==> config.mk <==
export PLATFORM = sky130hd
export DESIGN_NAME = xmt_controller
export DESIGN_NICKNAME = d
export VERILOG_FILES = /design/src/rtl/xmt_controller.sv
export SDC_FILE = /design/constraint.sdc
export NUM_CORES = 1
export LEC_CHECK = 0
export CAP_MARGIN = 0
export CORE_MARGIN = 8
export CORE_UTILIZATION = 50
export CTS_CLUSTER_DIAMETER = 50
export CTS_CLUSTER_SIZE = 20
export DETAILED_ROUTE_END_ITERATION = 7
export PLACE_DENSITY_LB_ADDON = 0.1
export SETUP_SLACK_MARGIN = 0.4
export SYNTH_ARGS = -nofsm -noshare
export SYNTH_HDL_FRONTEND = slang
export SYNTH_SLANG_ARGS = --single-unit
==> constraint.sdc <==
create_clock -name Clock -period 4.75 [get_ports Clock]
set_input_delay 0.7125 -clock Clock [delete_from_list [all_inputs] [get_ports Clock]]
set_output_delay 0.7125 -clock Clock [all_outputs]
set_load 0.005 [all_outputs]
==> src/rtl/xmt_controller.sv <==
// UART transmit controller: one-deep holding buffer feeding an 11-bit frame
// (start, 8 data LSB first, parity, stop). Define XMT_ODD_PARITY_EN for odd parity.
module xmt_controller (
    input  logic       Clock,
    input  logic       Reset,
    input  logic       WR,
    input  logic [7:0] Din,
    output logic       TxD,
    output logic       TxRDY,
    output logic       Idle,
    output logic       Start,
    output logic       Shift,
    output logic       Parity,
    output logic       Stop
);

    // One-hot encoding so each state flag is a single register bit.
    localparam logic [4:0] XMT_IDLE   = 5'b00001;
    localparam logic [4:0] XMT_START  = 5'b00010;
    localparam logic [4:0] XMT_SHIFT  = 5'b00100;
    localparam logic [4:0] XMT_PARITY = 5'b01000;
    localparam logic [4:0] XMT_STOP   = 5'b10000;

    logic [4:0] state_q, state_d;
    logic [7:0] buf_q,   buf_d;
    logic       full_q,  full_d;
    logic [7:0] shreg_q, shreg_d;
    logic [2:0] cnt_q,   cnt_d;
    logic       par_q,   par_d;
    logic       load;

    always_comb begin
        // NOTE: every variable gets a default first so no path leaves it unassigned (no latch).
        state_d = state_q;
        buf_d   = buf_q;
        full_d  = full_q;
        shreg_d = shreg_q;
        cnt_d   = cnt_q;
        par_d   = par_q;
        load    = 1'b0;

        // A write is only taken while the buffer is empty; a transfer needs it full,
        // so the two can never collide on the same edge.
        if (WR && !full_q) begin
            buf_d  = Din;
            full_d = 1'b1;
        end

        case (state_q)
            XMT_IDLE: begin
                if (full_q) begin
                    state_d = XMT_START;
                    load    = 1'b1;
                end
            end
            XMT_START: state_d = XMT_SHIFT;
            XMT_SHIFT: begin
                cnt_d = cnt_q + 3'd1;
                if (cnt_q == 3'd7) begin
                    state_d = XMT_PARITY;
                end else begin
                    shreg_d = shreg_q >> 1;
                end
            end
            XMT_PARITY: state_d = XMT_STOP;
            XMT_STOP: begin
                if (full_q) begin
                    state_d = XMT_START;
                    load    = 1'b1;
                end else begin
                    state_d = XMT_IDLE;
                end
            end
            default: state_d = XMT_IDLE;
        endcase

        if (load) begin
            shreg_d = buf_q;
            cnt_d   = 3'd0;
            full_d  = 1'b0;
`ifdef XMT_ODD_PARITY_EN
            par_d   = ~^buf_q;
`else
            par_d   = ^buf_q;
`endif
        end
    end

    // NOTE: every register, including the data buffers, is cleared by reset so an abort leaves nothing behind.
    always_ff @(posedge Clock or posedge Reset) begin
        if (Reset) begin
            state_q <= XMT_IDLE;
            buf_q   <= 8'h00;
            full_q  <= 1'b0;
            shreg_q <= 8'h00;
            cnt_q   <= 3'd0;
            par_q   <= 1'b0;
        end else begin
            // NOTE: non-blocking assignments so every flop samples pre-edge values.
            state_q <= state_d;
            buf_q   <= buf_d;
            full_q  <= full_d;
            shreg_q <= shreg_d;
            cnt_q   <= cnt_d;
            par_q   <= par_d;
        end
    end

    // Line value decoded purely from registers; WR/Din never reach TxD directly.
    always_comb begin
        TxD = 1'b1;
        case (state_q)
            XMT_START:  TxD = 1'b0;
            XMT_SHIFT:  TxD = shreg_q[0];
            XMT_PARITY: TxD = par_q;
            default:    TxD = 1'b1;
        endcase
    end

    assign TxRDY  = ~full_q;
    assign Idle   = state_q[0];
    assign Start  = state_q[1];
    assign Shift  = state_q[2];
    assign Parity = state_q[3];
    assign Stop   = state_q[4];

endmodule

==> impl_metrics.ini <==
[grt]
track_usage_pct = 10.37
first_global_vias = 829
grt-ovfl-total = 0
grt_start_max_net_pins = 27
antenna_found_initial = 0
grt_first_pass_wirelength_um = 3567

[clocking]
cts_setup_buffers = 0
clk_latency_ns = 0.31
cts-resized-gates = 0
clock_sinks = 26
clk_pin_slew_ns = 0.13
root_buffer = clkbuf_4
cts-htree-levels = 1
clockBufferDepth = 2
cts_tree = done
cts_buffers = 3
postCtsHoldBufs = 0

[route]
dr.pass1.iters = 4
via_per_inst = 5.170
num_vias = 791
drt_iter0_markers = 10
wl_met1_um = 1006
totalWireLength_um = 2034
wl_met2_um = 907
post_drt_wl_per_cell_um = 13.29
highest_layer = met4
wl_met3_um = 103
drt_drc_violations_left = 0
antenna_left = 0

[final_layout]
drive_gt1_share_pct = 13.60
nets = 139
instances_no_fill = 153
n_antenna_cell = 0
area_delta_synth_final_pct = 19.27
final_common_cell = dfrtp_1
layout_common_cells = dfrtp_1, clkdlybuf4s50_1, nor2_1
finalInstanceArea_um2 = 1425

[flow_run]
drv_cap = 0

[pwr]
sw_frac_of_total_pct = 34.83
p_comb_share_pct = 42.1
power_density_nw_per_um2 = 612.7
p_leak_uw = 0.0006013
p_int_uw = 569.0
clkPwrFrac_pct = 12.3
p_switching_uw = 304.2
seqPwrFrac_pct = 45.6
ir_worst_vdd_uv = 363.9

[yosys]
ys_top_cells_by_area = dfrtp_1, mux2_2, mux2i_1
synth_seq_cells = 26
synth_area_per_cell_um2 = 11.17
netlist.area_leader.share_pct = 52.36
synth_nets = 120
ys_warn_count = 0
syn_area_um2 = 1195
synth_largest_area_cell = dfrtp_1
synthDistinctLibCells = 24
seq_area_frac_synth_pct = 54.55
syn_inst = 107

[floorplanning]
rows = 17
die_w_um = 64.89
coreArea_um2 = 2233
start_util_pct = 53.50
die_area_um2 = 4210
ios = 18
dieHeight_um = 64.89

[timing]
relSlewSlack_pct = 37.42
tns_ns = 0
final-hold-violation-count = 0
tightest_slew_ns = 0.9376
grt_setup_unrepaired = no
setup_violations = 0
fmax_mhz = 413.1
hold-worst-slack_ns = 0.5086
finalCritPeriodShare_pct = 50.96
layout_min_cycle_time_ns = 2.421
setup_slack_ns = 2.329
slew_violations = 0
skew_ns = 0.0009408

[worst_hold_path]
hp-class = reg2reg

[setup_path]
cp-end-kind = output port
cp.arrival_ns = 1.71
critPathRequiredTime_ns = 4.04
crit_chain = nor3b_1, a21oi_1, o21ai_0, nand2_1, clkdlybuf4s50_1
cp_max_fo = 8
rrSetupSlack_ns = 2.78
slowest_delay_ns = 0.48
critPathLaunchType = flop
critPathKind = reg2out
cpMaxStageDelayCell = dfrtp_1

[place]
routabilityCongestion = 0.7735
numPortBuffers = 17
dpl_worst_slack_ns = 2.470
dp_hpwl_um = 1577
dp.cells = 149
place_area_um2 = 1389

[outcome]
status = finished, final reports clean
==> per-layer routing <==
layer  vias up  GRT usage [%]
li1        402              -
met1       370          13.26
met2        17          16.52
met3         2          3.436
met4         0          2.452
met5         -              0
==> state kept, by name, indices dropped and copies added, names as in the netlist <==
signal,flops
shreg_q,8
par_q,1
buf_q,8
state_q,5
full_q,1
cnt_q,3
==> final cells by class <==
class | count | area [µm²]
Inverter | 3 | 11.26
Sequential cell | 26 | 651.9
Timing Repair Buffer | 17 | 170.2
Multi-Input combinational cell | 75 | 520.5
Clock buffer | 4 | 36.28
Tap cell | 28 | 35.03
Fill cell | 189 | 808.3
==> cell families after synthesis <==
logic type,Yosys count,synth area share [%]
flops,26,54.56
buf+inv,6,1.885
mux,15,13.40
compound gates,17,7.644
xor+xnor,9,6.597
simple gates,32,13.82
fa+ha+maj,2,2.094
==> worst max-delay path, delay by kind of cell (launching register included) <==
| kind | cells | cell delay [ns] |
|---|---|---|
| AO/OA/AOI/OAI | 2 | 0.19 |
| buffers and inverters | 1 | 0.45 |
| flip-flops | 1 | 0.48 |
| AND/OR/NAND/NOR | 2 | 0.28 |
==> power by group through the flow <==
stage                     logic (µW)  clock network, µW  registers, µW
after floorplan                  301                  0            377
after global placement           364                  0            401
after detailed placement         375                  0            404
after CTS                        376                114            400
after global routing             422                120            415
final                            368                107            398
==> cells in the mapped netlist <==
| master | n |
|---|---|
| dfrtp_1 | 25 |
| clkbuf_1 | 3 |
| nor2_1 | 15 |
| mux2_2 | 8 |
| nor2b_1 | 1 |
| inv_1 | 3 |
| a21oi_1 | 10 |
| nand4b_1 | 1 |
| or2_2 | 1 |
| nor3b_1 | 1 |
| xnor2_1 | 8 |
| and3_2 | 1 |
| a211oi_1 | 1 |
| nand2_1 | 8 |
| o2bb2ai_1 | 1 |
| mux2i_1 | 7 |
| xor2_1 | 1 |
| o21ai_0 | 5 |
| and3_1 | 1 |
| ha_1 | 2 |
| and2_1 | 1 |
| dfstp_2 | 1 |
| nor3_4 | 1 |
| or4b_4 | 1 |
==> path summary, 6_finish.rpt <==
check	startpoint	end	cells past startpoint
min	par_q	par_q	2
max	state_q[3]	TxD	5
max in group asynchronous	Reset	shreg_q[5]	2
min reg2reg	par_q	par_q	2
max reg2reg	state_q[3]	shreg_q[5]	4
min in group asynchronous	Reset	cnt_q[0]	2
==> metrics by stage <==
stage	power (µW)	utilization (%)
after floorplan	677.8	-
after global placement	765.0	62.18
after detailed placement	779.3	62.18
after CTS	889.8	63.81
after global routing	956.7	63.81
final	873.2	63.81
(Power assumes the default switching activity.)
